`src/rtl/booth_product_accumulator.sv`:
```
// Saturating block accumulator for signed Booth multiplier products.
// Sums a programmable number of products and hands each block sum downstream.
module booth_product_accumulator #(
    parameter int PROD_WIDTH  = 16,
    parameter int ACC_WIDTH   = 20,
    parameter int COUNT_WIDTH = 8
) (
    input  logic                        clock,
    input  logic                        reset,
    input  logic signed [PROD_WIDTH-1:0] prod_in,
    input  logic                        prod_valid,
    output logic                        prod_ready,
    input  logic [COUNT_WIDTH-1:0]      block_len,
    output logic signed [ACC_WIDTH-1:0] acc_out,
    output logic                        acc_valid,
    input  logic                        acc_ready,
    output logic                        overflow
);

    typedef enum logic [1:0] {
        IDLE,
        ACCUM,
        DRAIN
    } state_t;

    localparam logic signed [ACC_WIDTH-1:0] ACC_MAX = {1'b0, {(ACC_WIDTH-1){1'b1}}};
    localparam logic signed [ACC_WIDTH-1:0] ACC_MIN = {1'b1, {(ACC_WIDTH-1){1'b0}}};

    state_t                        state_q;
    logic signed [ACC_WIDTH-1:0]   acc_q;
    logic                          ovf_q;
    logic [COUNT_WIDTH:0]          cnt_q;
    logic [COUNT_WIDTH:0]          len_q;
    logic signed [ACC_WIDTH-1:0]   res_q;
    logic                          res_ovf_q;

    logic signed [ACC_WIDTH-1:0]   sext_d;
    logic [ACC_WIDTH:0]            sum_d;
    logic signed [ACC_WIDTH-1:0]   sat_d;
    logic                          hit_d;
    logic                          ovf_d;
    logic [COUNT_WIDTH:0]          cnt_d;
    logic [COUNT_WIDTH:0]          len_d;

    always_comb begin
        sext_d = {{(ACC_WIDTH-PROD_WIDTH){prod_in[PROD_WIDTH-1]}}, prod_in};
        // One guard bit: overflow shows up as the top two bits disagreeing
        sum_d  = {acc_q[ACC_WIDTH-1], acc_q} + {sext_d[ACC_WIDTH-1], sext_d};
        hit_d  = sum_d[ACC_WIDTH] != sum_d[ACC_WIDTH-1];
        if (!hit_d) begin
            sat_d = sum_d[ACC_WIDTH-1:0];
        end else if (sum_d[ACC_WIDTH]) begin
            sat_d = ACC_MIN;
        end else begin
            sat_d = ACC_MAX;
        end
        ovf_d = ovf_q | hit_d;
        cnt_d = cnt_q + 1'b1;
        // A zero length field encodes a full 2^COUNT_WIDTH block
        if (block_len == '0) begin
            len_d = {1'b1, {COUNT_WIDTH{1'b0}}};
        end else begin
            len_d = {1'b0, block_len};
        end
    end

    always_ff @(posedge clock) begin
        if (reset) begin
            state_q   <= IDLE;
            acc_q     <= '0;
            ovf_q     <= 1'b0;
            cnt_q     <= '0;
            len_q     <= '0;
            res_q     <= '0;
            res_ovf_q <= 1'b0;
        end else begin
            unique case (state_q)
                IDLE: begin
                    if (prod_valid) begin
                        len_q <= len_d;
                        acc_q <= sext_d;
                        ovf_q <= 1'b0;
                        cnt_q <= {{COUNT_WIDTH{1'b0}}, 1'b1};
                        if (len_d == {{COUNT_WIDTH{1'b0}}, 1'b1}) begin
                            state_q   <= DRAIN;
                            res_q     <= sext_d;
                            res_ovf_q <= 1'b0;
                        end else begin
                            state_q <= ACCUM;
                        end
                    end
                end
                ACCUM: begin
                    if (prod_valid) begin
                        acc_q <= sat_d;
                        ovf_q <= ovf_d;
                        cnt_q <= cnt_d;
                        if (cnt_d == len_q) begin
                            state_q   <= DRAIN;
                            res_q     <= sat_d;
                            res_ovf_q <= ovf_d;
                        end
                    end
                end
                DRAIN: begin
                    if (acc_ready) begin
                        state_q <= IDLE;
                    end
                end
                default: state_q <= IDLE;
            endcase
        end
    end

    assign prod_ready = (state_q != DRAIN);
    assign acc_valid  = (state_q == DRAIN);
    assign acc_out    = res_q;
    assign overflow   = res_ovf_q;

endmodule

```
`config.mk`:
```
export PLATFORM = sky130hd
export DESIGN_NAME = booth_product_accumulator
export DESIGN_NICKNAME = d
export VERILOG_FILES = /design/src/rtl/booth_product_accumulator.sv
export SDC_FILE = /design/constraint.sdc
export NUM_CORES = 1
export LEC_CHECK = 0
export BUFFER_PORTS_ARGS = -buffer_cell sky130_fd_sc_hd__buf_2
export CAP_MARGIN = 25
export CORE_MARGIN = 3
export CORE_UTILIZATION = 42
export DETAILED_ROUTE_END_ITERATION = 6
export MAX_ROUTING_LAYER = met4
export SLEW_MARGIN = 15
export SYNTH_ARGS = -nofsm -noshare
export SYNTH_HDL_FRONTEND = slang
export SYNTH_SLANG_ARGS = --single-unit
export TNS_END_PERCENT = 1
```
`constraint.sdc`:
```
create_clock -name clock -period 3 [get_ports clock]
set_input_delay 0.6 -clock clock [delete_from_list [all_inputs] [get_ports clock]]
set_output_delay 0.6 -clock clock [all_outputs]
set_load 0.02 [all_outputs]
```
# Word-level counts from Yosys, hierarchy flattened
# Index checks and enable logic that the tools add are counted.
# Widths: inputs -> output; s select.
# totals
inputBits,28
output_inout_bits,23
register_bits,62
# op_classes
n_eq_ne,11
reduce_logical,7
n_addsub,2
bitwise_logic,1
mux,28
# op_table
cell,count
$mux 20,8
$pmux 20 s2,2
$mux 9,3
$add 20x16->21,1
$pmux 9 s2,1
$mux 2,5
$ne 2x2->1 const B,5
$add 9x1->9 const B,1
$eq 9x1->1 const B,1
$eq 9x9->1,1
$logic_not 8->1,1
$mux 1,6
$pmux 2 s3,1
$reduce_and 5->1,1
$pmux 1 s2,2
$reduce_and 4->1,1
$reduce_and 3->1,1
$eq 2x1->1 const B,1
$eq 2x2->1 const B,1
$logic_not 2->1,1
$ne 2x1->1 const B,1
$reduce_and 2->1,1
$reduce_bool 2->1,1
$ne 1x1->1,1
$or 1x1->1,1

# Logic depth before layout (Yosys ltp)
# Gate-level depths: netlist of the first run.
# logic_depth
depth_word,6
mapped_depth,12
ltp_nobuf,10

# Worst setup path after synthesis of the first run
# Ideal clock, no wire load.
# synth_path
kind,input-to-reg
start,input prod_in[0]
end,register res_q[10] (netlist: acc_out[10])
slack_ns,-0.051
cell_stages,12
path_buffers,2
arrival_time_ns,2.977
required_ns,2.926
cell_sequence,ha_1 > inv_1 > fa_1 > nor2b_1 > o2111ai_1 > a31o_4 > a2111o_1 > a211oi_2 > buf_6 > a21boi_2 > buf_6 > a31oi_1
# synth_via
elab_chain_len,6
word_cells_on_any_way,7
cone_classes,add/sub (1); eq/ne (1); mux (5)
# synth_lines
item,line,source
from (decl),10,"input logic signed [PROD_WIDTH-1:0] prod_in,"
$add 20x16->21 (*),48,"sum_d = {acc_q[ACC_WIDTH-1], acc_q} + {sext_d[ACC_WIDTH-1], sext_d};"
$mux 20 / $ne 1x1->1 (equally long branches),"52, 49",
$mux 20 (*),50,if (!hit_d) begin
$mux 20 (*),98,if (cnt_d == len_q) begin
$mux 20 (*),94,if (prod_valid) begin
$pmux 20 s2 (*),77,unique case (state_q)
to (signal assigned),86,res_q <= sext_d;
to (signal assigned),100,res_q <= sat_d;
to (decl),34,logic signed [ACC_WIDTH-1:0] res_q;
# Mark *: on every way between the ends. The rest lies on a longest branch, timed or not. The select of a mux whose other input is x is not followed.
# A chain may end at the register's enable or synchronous reset.

# Worst setup path after layout of the first run
# layout_path
start,register acc_q[0]
end,register acc_q[17]
# layout_via
elab_chain_len,5
word_cells_on_any_way,6
cone_classes,add/sub (1); eq/ne (1); mux (4)
# layout_lines
item,line,source
from (decl),30,logic signed [ACC_WIDTH-1:0] acc_q;
from (signal assigned),81,acc_q <= sext_d;
from (signal assigned),95,acc_q <= sat_d;
$add 20x16->21 (*),48,
$mux 20 / $ne 1x1->1 (equally long branches),"52, 49",
$mux 20 (*),50,
$mux 20 (*),94,
$pmux 20 s2 (*),77,
# Marks and branches as above.

==> results.cfg, run 1 <==
[floorplan]
dieHeight_um = 105.3
dieArea_um2 = 11080
core_um2 = 9415
floorplan.initialDensity = 0.4396
rows = 35
io_pins = 51
die_w_um = 105.3

[synth]
synth.avg_cell_area_um2 = 8.212
synth_top_area_frac = 0.2999
post_synth_instance_area_um2 = 4139
ys_types = 67
async_flop_share = 0
yosysSeqAreaShare = 0.2999
synth_area_leaders = dfxtp_1 30%, ha_1 6.3%, nand2_1 5.7%
synthFlopType = dfxtp_1
synth_edf_count = 0
ys_seq_elements = 62
yosysWarnings = 0
synth_nets = 554
yosysTopAreaCell = dfxtp_1
synthCells = 504

[timing]
clock-skew-final_ps = 14.14
finalHoldViolations = 0
period_share = 0.9730
rsz0062_at_grt = yes
drv_slew = 0
setup_viol = 0
timing.hold.ws_ps = 465.3
maxSlewHeadroom = 0.5102
fin_crit_ps = 2919
tightest_slew_ps = 730.2
fmax_ghz = 0.3426

[clocking]
cts_sinks = 62
cts_tree = built
clk_pin_slew_ps = 70
insertion_delay_ps = 350
root_buffer = clkbuf_8
cts_made_buffers = 9
h-tree-depth = 3
cts.path.max_buffers = 2

[route]
wl_um = 11770
drc = 0
drt_iter0_drc = 221
dr.pass1.iters = 4
routedWlPerCell_um = 16.11
antenna_left = 0
via_count = 4148
post_drt_via_cell_ratio = 5.674

[run]
maxCapViolations = 0

[global_route]
grt_pass1_vias = 3998
grt_max_degree = 39
grt_pass1_wl_um = 19430
gr-usage-all-layers = 0.2212
antenna_found_initial = 0
grt-ovfl-total = 0

[worst_hold_path]
worstHoldStart = len_q[4]
hold_path_depth = 2
hold_end = len_q[4]
hold_path_class = register to register

[final_layout]
drive_gt1_frac = 0.2741
antenna_cells_inserted = 0
final_common_cell = nand2_1
stdcell_area_um2 = 5169
fin_nets = 648
layout_common_cells = 63 x nand2_1, 61 x dfxtp_1, 58 x buf_4
area_growth_pct = 24.88

[worst_setup_path]
critical_path_class = register to register
r2r_slack_ps = 80
cp-start-kind = register
setup.worst_path.end_class = register
cp_max_fo = 14
crit_required_ps = 3250
worstPathArrival_ps = 3170
timing.rr.end = acc_q[17]
crit_start = acc_q[0]
rr_startpoint = acc_q[0]
rr_worst_depth = 12

[placed_design]
place_area_um2 = 4850
port_buffers = 50
dp_hpwl_um = 8576
gp_congestion = 0.8485

[pwr]
max-vdd-ir-drop_mv = 0.1983
leakage_nw = 2.235
p_per_area_nw_per_um2 = 475.5

[outcome]
status = finished, final reports clean
## cell families after synthesis
group | share of synthesized area
fa+ha+maj | 0.06832
xor+xnor | 0.04444
compound gates | 0.3144
mux | 0.002418
simple gates | 0.2062
buf+inv | 0.06439
flops | 0.2999
## routing by layer
layer  global-route usage  vias to the layer above  routed length (um)
met3              0.04899                       12                 484
met5                    -                        -                   0
met1               0.2743                     1996                5397
met2               0.3670                       77                5770
met4              0.05342                        0                 121
li1                     -                     2063                   -
## final cells by class
class                           count  area [um^2]
Sequential cell                    62         1242
Tap cell                          129        161.4
Multi-Input combinational cell    395         2736
Clock inverter                      5        50.05
Fill cell                         895         4247
Inverter                           17        63.81
Timing Repair Buffer              113        777.0
Clock buffer                       10        137.6
## worst max-delay path: stages, from the launching register on
cell,delay [ps]
dfxtp_2,350
ha_4,140
inv_2,30
fa_2,360
nor2b_4,150
o2111ai_4,130
a31o_4,250
a2111o_1,480
o211ai_1,130
buf_4,160
buf_12,140
nand4_1,150
a311oi_1,330
## through the flow
step	total power, mW	cells	TNS [ps]	setup slack [ps]	util
2_1_floorplan	1.425	504	0	15.99	-
3_3_place_gp	1.666	711	-7387	-280.3	0.5151
3_5_place_dp	1.683	711	-11070	-429.4	0.5151
4_1_cts	2.431	727	0	24.41	0.5373
5_1_grt	2.586	731	-292.9	-47.78	0.5490
6_report	2.458	731	0	80.90	0.5490
## synth_stat cells, types with 2 or more instances
library cell	instances
a221oi_1	3
a21boi_0	2
xor2_1	10
a31oi_1	23
o211ai_2	8
a22oi_1	2
nand2_1	63
o211ai_1	8
nor2_1	43
o22ai_1	2
inv_1	17
a311oi_1	11
o2111ai_1	2
nor2b_1	4
a211oi_1	6
buf_2	5
nand3b_1	3
o21bai_1	19
nor4_1	3
and2_1	2
nand4_1	2
buf_4	3
and4_1	3
nor3_1	11
nand2b_1	3
a21o_1	4
a311oi_2	7
buf_6	7
nand3_1	16
clkbuf_1	10
o211a_1	2
nand4b_1	5
and3_1	5
o21a_1	5
or4_1	3
or3_1	2
o21ai_0	14
ha_1	21
a21oi_1	43
buf_1	2
dfxtp_1	62
xnor2_1	11
nor3b_1	3
## timing repair
item / in CTS / in global routing
buffers inserted: 1 / 4
setup endpoints to repair: 10 / 37
pin swaps: 2 / 10
hold buffers: 0 / 0
hold endpoints to repair: 0 / 0
resized for setup: 1 / 12
## worst max path at each step
stage / to / slack, ps / cells after the start
after floorplan: acc_out[10] / 20 / 12
after global placement: acc_out[5] / -280 / 13
after detailed placement: acc_out[18] / -430 / 13
after CTS: acc_out[18] / 20 / 13
after global routing: acc_out[10] / -50 / 12
final: acc_q[17] / 80 / 12
## registers in the layout (all words and copies together), names as in the netlist
| register | cells |
|---|---|
| state_q | 2 |
| cnt_q | 9 |
| overflow | 1 |
| len_q | 9 |
| acc_out | 20 |
| ovf_q | 1 |
| acc_q | 20 |
## where the power goes
part / internal, mW / leakage, nW / switching, mW
clock: 0.396 / 0.102 / 0.336
sequential: 0.869 / 0.507 / 0.0328
combinational: 0.372 / 1.63 / 0.452
Power figures use the tool's default switching activity.
==> run 2, diff against run 1 <==
--- a/config.mk
+++ b/config.mk
@@ -7,10 +7,14 @@
 export LEC_CHECK = 0
 export BUFFER_PORTS_ARGS = -buffer_cell sky130_fd_sc_hd__buf_2
 export CAP_MARGIN = 25
+export CELL_PAD_IN_SITES_DETAIL_PLACEMENT = 0
+export CELL_PAD_IN_SITES_GLOBAL_PLACEMENT = 1
 export CORE_MARGIN = 3
-export CORE_UTILIZATION = 42
+export CORE_UTILIZATION = 40
 export DETAILED_ROUTE_END_ITERATION = 6
 export MAX_ROUTING_LAYER = met4
+export PLACE_DENSITY_LB_ADDON = 0.1
+export SKIP_CTS_REPAIR_TIMING = 1
 export SLEW_MARGIN = 15
 export SYNTH_ARGS = -nofsm -noshare
 export SYNTH_HDL_FRONTEND = slang
==> run 2 against run 1 <==
Sequential share of layout area rose by 0.052 points. Non-clock buffer count did not move. Critical path depth rose by 1. Final cell count rose by 0.55%. Wire length rose by 2.2%. Clock skew fell by 5.9 ps. Sequential power barely moved. Register-to-register slack barely moved.
==> results.cfg, run 2 (synthesis results as in run 1) <==
[outcome]
status = finished, final reports clean

[floorplan]
floorplan.initialDensity = 0.4177
dieHeight_um = 107.7
dieArea_um2 = 11600
die_w_um = 107.7
core_um2 = 9910
io_pins = 51
rows = 36

[clocking]
root_buffer = clkbuf_8
cts_sinks = 62
cts_made_buffers = 9
insertion_delay_ps = 350
clk_pin_slew_ps = 70
h-tree-depth = 3
cts.path.max_buffers = 2
cts_tree = built

[worst_setup_path]
setup.worst_path.end_class = register
critical-path-max-stage-delay_ps = 430
cp-start-kind = primary input
critical_path_class = primary input to register
critPathSlowestCell = a2111o_1
path_buf_inv = 4
crit_required_ps = 3270
cp_common_cell = buf_4
worstPathArrival_ps = 3210
path_cells = buf_2, ha_4, inv_2, fa_2, nor2b_4, o2111ai_4, a31o_4, a2111o_1, a211oi_4, buf_4, a21boi_2, buf_4, a31oi_1
path_delay_family = compound AO/OA/AOI/OAI gates
cp_max_fo = 5

[placed_design]
dp.cells = 715
dp_hpwl_um = 8687
port_buffers = 50
gp_congestion = 0.8600

[route]
dr.pass1.iters = 5
post_drt_via_cell_ratio = 5.595
drc = 0
via_count = 4112
m1WireLength_um = 5659
drt_iter0_drc = 177
met3_length_um = 510
dr_wl_met2_um = 5758
wl_um = 12030
routedWlPerCell_um = 16.36
top_layer = met4
antenna_left = 0

[global_route]
gr-usage-all-layers = 0.2214
grt_pass1_wl_um = 19970
grt_max_degree = 39
grt_pass1_vias = 4090
grt-ovfl-total = 0
antenna_found_initial = 0

[final_layout]
drive_gt1_frac = 0.2708
area_growth_pct = 24.61
fin_nets = 648
final_common_cell = nand2_1
antenna_cells_inserted = 0
final_util = 0.5205
layout_common_cells = 63 x nand2_1, 61 x dfxtp_1, 59 x buf_4
instances_no_fill = 735

[timing]
rsz0062_at_grt = yes
clock-skew-final_ps = 8.244
maxSlewHeadroom = 0.5295
tightest_slew_ps = 701.5
fmax_ghz = 0.3394
finalHoldViolations = 0
setup_viol = 0
period_share = 0.9821
fin_crit_ps = 2946
drv_slew = 0

[worst_hold_path]
hold_path_class = register to register

[pwr]
max-vdd-ir-drop_mv = 0.2428
p_per_area_nw_per_um2 = 481.9
leakage_nw = 2.227

[run]
maxCapViolations = 0
run 2: changes by cell type in the layout (fill, tap and decap cells not counted), sizes merged:
cell | before | now
clkinvlp | 0 | 1
clkbuf | 10 | 12
clkinv | 4 | 1
run 2: layer usage:
layer | vias up | track usage
met5 | - | -
met4 | 0 | 0.05320
met3 | 10 | 0.04019
met2 | 87 | 0.3721
met1 | 1952 | 0.2764
li1 | 2063 | -
run 2: path summary, 6_finish.rpt:
path | start | end | slack, ps | cells past startpoint
worst max-delay path | prod_in[0] | acc_out[17] | 50 | 13
worst min-delay path | ovf_q | ovf_q | 470 | 1
worst max register to register | acc_q[0] | acc_out[17] | 80 | 12
worst min register to register | ovf_q | ovf_q | 470 | 1
run 2: area by class of cell:
class,count,area [um^2]
fillers,961,4752
multi-input cells,395,2721
flip-flops and latches,62,1242
repair buffers,113,755.7
well taps,133,166.4
clock buffers,12,165.2
inverters,17,63.81
clock inverters,3,42.54
run 2: stage by stage:
step / setup WS [ps] / hold WS, ps / area, um^2 / TNS, ps / total power, mW
after floorplan: 15.99 / 441.4 / 4163 / 0 / 1.425
after global placement: -243.3 / 453.6 / 4842 / -7019 / 1.671
after detailed placement: -317.3 / 455.4 / 4842 / -9663 / 1.677
after CTS: 14.68 / 472.1 / 5050 / 0 / 2.474
after global routing: -65.29 / 492.6 / 5157 / -65.29 / 2.627
final: 53.74 / 469.8 / 5157 / 0 / 2.485
run 2: where the power goes:
| part | switching [mW] | leakage, nW | total [mW] | internal [mW] |
|---|---|---|---|---|
| Combinational | 0.442 | 1.61 | 0.791 | 0.349 |
| Sequential | 0.0321 | 0.507 | 0.901 | 0.869 |
| Clock | 0.347 | 0.104 | 0.793 | 0.446 |
